File: src/rtl/pulse_period_meter.sv
// ============================================================================
// Module   : pulse_period_meter
// Function : Measures clock cycles between rising edges of a pulse stream,
//            strobes each period and flags a timeout when the stream stops.
//            Optional macro PERIOD_CHECK_EN adds an expected-period compare.
// Revision : 1.0 - initial release
// ============================================================================
`default_nettype none

module pulse_period_meter #(
   parameter int WIDTH          = 29,
   parameter int TIMEOUT_CYCLES = 100000000
) (
   input  logic             clock,
   input  logic             reset,
   input  logic             meas_en,
   input  logic             pulse_in,
`ifdef PERIOD_CHECK_EN
   input  logic [WIDTH-1:0] expected_period,
   output logic             period_err,
`endif
   output logic [WIDTH-1:0] period_out,
   output logic             period_valid,
   output logic             timeout,
   output logic             busy
);

   localparam logic [1:0]       c_IDLE    = 2'd0;
   localparam logic [1:0]       c_ARM     = 2'd1;
   localparam logic [1:0]       c_COUNT   = 2'd2;
   localparam logic [WIDTH-1:0] c_TIMEOUT = WIDTH'(TIMEOUT_CYCLES);

   logic [1:0]       r_state;
   logic [1:0]       w_state_nxt;
   logic [WIDTH-1:0] r_cnt;
   logic [WIDTH-1:0] w_cnt_inc;
   logic [WIDTH-1:0] r_period;
   logic             r_valid;
   logic             r_timeout;
   logic             r_pulse_d;
   logic             w_edge;
   logic             w_cnt_hit;

   // A level already high on entry, or held high, never re-triggers.
   assign w_edge    = pulse_in & ~r_pulse_d;
   assign w_cnt_inc = r_cnt + WIDTH'(1);
   assign w_cnt_hit = (w_cnt_inc == c_TIMEOUT);

   always_ff @(posedge clock or posedge reset) begin
      if (reset) begin
         r_state <= c_IDLE;
      end else begin
         r_state <= w_state_nxt;
      end
   end

   always_comb begin
      w_state_nxt = r_state;
      if (!meas_en) begin
         w_state_nxt = c_IDLE;
      end else begin
         case (r_state)
            c_IDLE:  w_state_nxt = c_ARM;
            c_ARM:   if (w_edge) w_state_nxt = c_COUNT;
            c_COUNT: if (!w_edge && w_cnt_hit) w_state_nxt = c_ARM;
            default: w_state_nxt = c_IDLE;
         endcase
      end
   end

   always_comb begin
      busy = (r_state == c_ARM) || (r_state == c_COUNT);
   end

   // Edge beats a coincident timeout so a period of exactly TIMEOUT_CYCLES is reported.
   always_ff @(posedge clock or posedge reset) begin
      if (reset) begin
         r_pulse_d <= 1'b0;
         r_cnt     <= '0;
         r_period  <= '0;
         r_valid   <= 1'b0;
         r_timeout <= 1'b0;
      end else begin
         r_pulse_d <= pulse_in;
         r_valid   <= 1'b0;
         if (!meas_en) begin
            r_cnt     <= '0;
            r_timeout <= 1'b0;
         end else begin
            case (r_state)
               c_ARM: begin
                  if (w_edge) begin
                     r_cnt     <= '0;
                     r_timeout <= 1'b0;
                  end
               end
               c_COUNT: begin
                  if (w_edge) begin
                     r_period  <= w_cnt_inc;
                     r_valid   <= 1'b1;
                     r_cnt     <= '0;
                     r_timeout <= 1'b0;
                  end else if (w_cnt_hit) begin
                     r_timeout <= 1'b1;
                     r_cnt     <= '0;
                  end else begin
                     r_cnt     <= w_cnt_inc;
                  end
               end
               default: begin
                  r_cnt <= '0;
               end
            endcase
         end
      end
   end

`ifdef PERIOD_CHECK_EN
   logic r_period_err;

   always_ff @(posedge clock or posedge reset) begin
      if (reset) begin
         r_period_err <= 1'b0;
      end else if (meas_en && (r_state == c_COUNT)) begin
         if (w_edge) begin
            r_period_err <= (w_cnt_inc != expected_period);
         end else if (w_cnt_hit) begin
            r_period_err <= 1'b1;
         end
      end
   end

   assign period_err = r_period_err;
`endif

   assign period_out   = r_period;
   assign period_valid = r_valid;
   assign timeout      = r_timeout;

endmodule

`default_nettype wire

File: config.mk
export PLATFORM = sky130hd
export DESIGN_NAME = pulse_period_meter
export DESIGN_NICKNAME = d
export VERILOG_FILES = /design/src/rtl/pulse_period_meter.sv
export SDC_FILE = /design/constraint.sdc
export NUM_CORES = 1
export LEC_CHECK = 0
export CAP_MARGIN = 20
export CORE_MARGIN = 4
export CORE_UTILIZATION = 50
export CTS_CLUSTER_SIZE = 20
export DETAILED_ROUTE_END_ITERATION = 8
export PLACE_DENSITY = 0.8
export SLEW_MARGIN = 20
export SYNTH_ARGS = -nofsm -noshare
export SYNTH_HDL_FRONTEND = slang
export SYNTH_SLANG_ARGS = --single-unit
File: constraint.sdc
create_clock -name clock -period 4.1 [get_ports clock]
set_clock_uncertainty 0.1 [all_clocks]
set_input_delay 1.025 -clock clock [delete_from_list [all_inputs] [get_ports clock]]
set_output_delay 1.025 -clock clock [all_outputs]
set_load 0.02 [all_outputs]
Word level (Yosys, flattened, before mapping):

Index checks and enable logic that the tools add are counted.

* register bits after elaboration: 63
* bits of input ports: 4
* output and inout bits: 32
* word-level logic and storage cells: 40

* add/subtract/negate cells: 1
* equal/unequal tests: 7
* mux-type cells: 17
* bitwise gates (word level): 2
* reductions and logical operators: 7

Operators by type and width (number)
* $mux 29: 4
* $pmux 29 s2: 1
* $add 29x1->29 const B: 1
* $eq 29x27->1 const B: 1
* $mux 1: 7
* $mux 2: 3
* $ne 3x3->1 const B: 2
* $pmux 2 s3: 1
* $reduce_and 3->1: 2
* $ne 4x4->1 const B: 1
* $ne 3x1->1 const B: 1
* $eq 2x1->1 const B: 1
* $eq 2x2->1 const B: 1
* $logic_not 2->1: 1
* $pmux 1 s2: 1
* $reduce_and 2->1: 1
* $and 1x1->1: 1
* $logic_and 1x1->1: 1
* $logic_not 1->1: 1
* $logic_or 1x1->1: 1
* $not 1->1: 1

Longest topological paths before layout:

* depth in word-level cells: 7
* gate-level depth with buffers: 12
* mapped depth without buffers: 9

Worst setup path after synthesis:

Ideal clock, no wire load.

* kind: register -> register
* start: register r_cnt[0]
* end: register r_cnt[26]
* setup time: 126 ps
* arrival: 2994 ps
* data required time: 3874 ps
* path slack: 880 ps
* stages on the path, launching flop included: 13
* clock period less this slack: 3220 ps
* path through: dfrtp_1 > ha_1 > and3_1 > buf_4 > and3_1 > buf_4 > nand4_1 > xor2_1 > or4_4 > nor4_4 > buf_6 > nor3_1 > a221o_1

* cells in the longest elaborated chain, start to end: 6

Ends and longest elaborated chain
* start: declaration: line 35 `logic [WIDTH-1:0] r_cnt;`
* start signal: assignment: line 107 `r_cnt <= w_cnt_inc;`
* $add 29x1->29 *: line 46 `assign w_cnt_inc = r_cnt + WIDTH'(1);`
* $eq 29x27->1: line 47 `assign w_cnt_hit = (w_cnt_inc == c_TIMEOUT);`
* $mux 29 *: line 103 `end else if (w_cnt_hit) begin`
* $mux 29 *: line 98 `if (w_edge) begin`
* $pmux 29 s2 *: line 90 `case (r_state)`
* $mux 29 *: line 86 `if (!meas_en) begin`

Every way passes the cells marked *; elsewhere a longest branch is shown, timed or not.
A chain may end at the register's enable or synchronous reset.

Worst setup path after layout:

* start: register r_cnt[0]
* end: register r_cnt[10]

Same word-level chain as after synthesis.

==> summary.md <==
The flop and latch count out of synthesis was 63; the number of max-slew violations in the final report was 0. The die extent in y works out to 92.21 um. The detailed router placed 3059 vias in this run. For this run the aggregate overflow at the end of global routing stands at 0.

The worst setup path is launched from a flip-flop. Yosys printed 0 warnings. The number of nets handed over by synthesis was 414. The area growth from synthesis to layout was 16.37%. The logs give 1 for the initial antenna violation count and 0 for the remaining antenna violation count.

The first global-routing pass estimated 14230 um of wire. After detailed routing, the average wire length per cell comes to 15.84 um. After detailed routing, the number of remaining DRC violations is 0. The run gives 0 as the post-CTS setup buffer count.

The reported net switching power was 0.4197 mW; the combinational fraction of design power was 15.4%. The run gives 0 as the final number of hold-violating endpoints. The overall power consumption was 1.421 mW; the final cell area excluding filler cells was 4126 um^2. The number of different library cells used by synthesis comes to 48.

Each instance of the synthesized netlist takes up on average 8.777 um^2. The run gives 3.72 ns as the arrival time reported for the critical path endpoint. The sequential-to-total area share from yosys stat was 44.46%; the portion of synthesized cell area occupied by the leading cell type was 44.46%. The worst-case IR drop observed on VDD is 0.2186 mV.

dfrtp_1 takes more of the synthesized area than any other cell. The worst setup path is captured at a flip-flop. Across the run, the number of max-cap violations was 0.

In this run, post-CTS repair resized a total of 0 instances. The achievable frequency was 276.2 MHz; the number of H-tree branching levels was 3. The first TritonRoute pass finished after 4 iterations.

The remaining max-slew budget at the tightest pin came out at 44.13%. The tools report the number of I/O pins as 36. After routing, the total negative slack on setup checks comes to 0 ns. Using the TritonRoute via totals, the vias-per-cell ratio works out to 5.805.

The number of antenna repair diodes is 0. The hold buffer count at cts was 0. The total power per unit cell area works out to 344.3 nW/um^2. Routability-driven placement finished with a final weighted congestion of 0.8893.

The required time of the worst setup path was 4.20 ns; the internal power of the cells was 1.001 mW. The number of buffer cells added on primary ports was 35; the number of nets in the final layout was 436. Net switching is 29.54% of the power. The wire length reported by the detailed router is 8347 um, and the transition at the pin with the smallest max-transition slack is 0.8371 ns. Clock tree synthesis inserted a total of 9 buffers. The critical path is of the flip-flop to flip-flop type. The dominant synthesized flop cell was dfrtp_1. In this run the worst hold path is classified as flip-flop to flip-flop.

Entering global routing, the biggest net connects 50 pins. After technology mapping, the gate count stands at 404. The minimum clock period came out at 3.621 ns.

Measured on the finished design, the core utilization comes to 60.40%. The floorplan has 30 rows. The total standard cell area after synthesis came out at 3546 um^2. Number of global-route vias before repair: 2917. Measured along the x axis, the die boundary spans 92.21 um. The first routing iteration left 307 violations. The number of flops mapped to enable cells by yosys is 0. Setup repair after global routing left no endpoint under its margin. The total area inside the core boundary comes to 6832 um^2. In this run the static leakage power is 1.692 nW.

Setup violations remaining at the end of the flow were counted as 0. CTS saw 63 sinks. The die covers 8503 um^2. The tree is rooted in a clkbuf_8. Across every metal layer, demand over resource in global routing totals 20.97%. In this run the worst path has a maximum fanout of 10.

Of the available clock period, the critical path in the final layout requires 88.31%. The initial utilization of the core area, before any placement, comes to 51.90%. The area of placed instances was 3928 um^2; the post-placement worst setup slack was 0.5665 ns.

After layout, the worst setup slack is 0.4792 ns. The clock latency of the later-clocked register in the worst-skew pair is 0.35 ns. The clock transition time at the flip-flop clock pins of the worst setup and hold paths is 0.08 ns, and the share of synthesized registers carrying an async set or reset is 100.0%. The run finished with clean final reports. The run gives 38.1% as the clock power share.

Per report_power, the sequential group accounts for 46.5% of the total. After synthesis, the cell types taking the most area are dfrtp_1, nand2_1, o21ai_0. TritonCTS built the clock tree.

The fraction of final layout cells sized beyond drive strength 1 works out to 7.889%. The clock passes through at most 2 buffers. The layout has 625 filler cells.

After legalization and detailed placement, the total HPWL measured 6005 um.
==> synthesized netlist by cell type (2+ instances only) <==
cell / number
o21ai_0: 37
nor2_1: 16
nor3b_1: 2
inv_1: 6
a31oi_1: 3
o31ai_1: 6
xnor2_1: 18
nand3_1: 21
nor3_1: 19
dfrtp_1: 63
and2_1: 2
nand2_1: 76
buf_2: 9
nand4_1: 11
nor2b_1: 3
o311ai_0: 3
buf_4: 4
or3_1: 6
and3_1: 9
or2_2: 4
or4_1: 2
clkbuf_1: 17
a21o_1: 4
and4_1: 5
a21oi_1: 9
ha_1: 6
nor4_1: 3
nand2b_1: 4
o31a_1: 2
xor2_1: 9
a221o_1: 8
==> state kept, by name, summed over array words and instances (netlist names) <==
name / flops
period_out: 29
r_cnt: 29
r_state: 2
period_valid: 1
r_pulse_d: 1
timeout: 1
==> layout by cell type (no fill, tap or decap), types with 9 or more instances in the layout <==
master / instances
nand2_1: 76
dfrtp_1: 63
o21ai_0: 37
clkdlybuf4s50_1: 35
nand3_1: 20
nor3_1: 19
xnor2_1: 18
nor2_1: 16
nand4_1: 11
and3_1: 9
xor2_1: 9
a21oi_1: 9
clkbuf_8: 9
==> final cells by class <==
cell class,count,area (um^2),area share (%)
multi-input cells,303,1798,43.57
flip-flops and latches,63,1577,38.20
repair buffers,43,410.4,9.945
clock buffers,9,123.9,3.002
well taps,96,120.1,2.911
clock inverters,7,73.82,1.789
inverters,6,23.77,0.5761
==> critical path: stages, from the launching register on <==
cell      delay [ns]
dfrtp_1         0.50
ha_1            0.34
and3_1          0.32
nand4_1         0.32
or4_1           0.62
a211oi_1        0.27
nand4b_1        0.18
nor4_4          0.24
nand2b_1        0.37
o311ai_0        0.19
==> layer usage <==
metal	GRT usage [%]	part of all wire, %	up-vias	wire length (um)
met5	0	0.16	-	13
met1	27.84	45	1447	3744
met2	32.60	47	109	3936
met4	9.653	2.1	2	177
met3	4.676	5.7	17	475
li1	-	-	1484	-
==> per-stage QoR <==
stage               std cells  hold slack (ns)
floorplan                 404           0.3991
finish                    527           0.3790
global route              527           0.4021
detailed placement        511           0.3689
CTS                       527           0.3851
global placement          511           0.3597
==> worst paths after layout <==
| path | start | to | slack, ns | cells after the start |
|---|---|---|---|---|
| max in group asynchronous | reset | period_out[20] | 2.17 | 3 |
| setup reg to reg | r_cnt[0] | r_cnt[10] | 0.48 | 9 |
| hold / removal | period_out[15] | period_out[15] | 0.38 | 2 |
| min in group asynchronous | reset | r_cnt[28] | 1.03 | 2 |
| setup / recovery | r_cnt[0] | r_cnt[10] | 0.48 | 9 |
| hold reg to reg | period_out[15] | period_out[15] | 0.38 | 2 |
==> power groups by stage <==
stage                     Clock (mW)  Sequential, mW  Combinational, mW
after global placement             0           0.670              0.214
after global routing           0.574           0.662              0.241
after CTS                      0.547           0.660              0.221
after floorplan                    0           0.680              0.130
after detailed placement           0           0.672              0.220
final                          0.542           0.660              0.219
==> cells by family after synthesis <==
family | share of synthesized area (%)
and+or+nand+nor | 26.99
AOI/OAI and AO/OA | 14.50
DFF | 44.46
buffers and inverters | 4.975
xor gates and xnor gates | 6.669
adders and majority gates | 2.117
muxes | 0.2823
No activity file was read; power rests on OpenSTA's default activity.
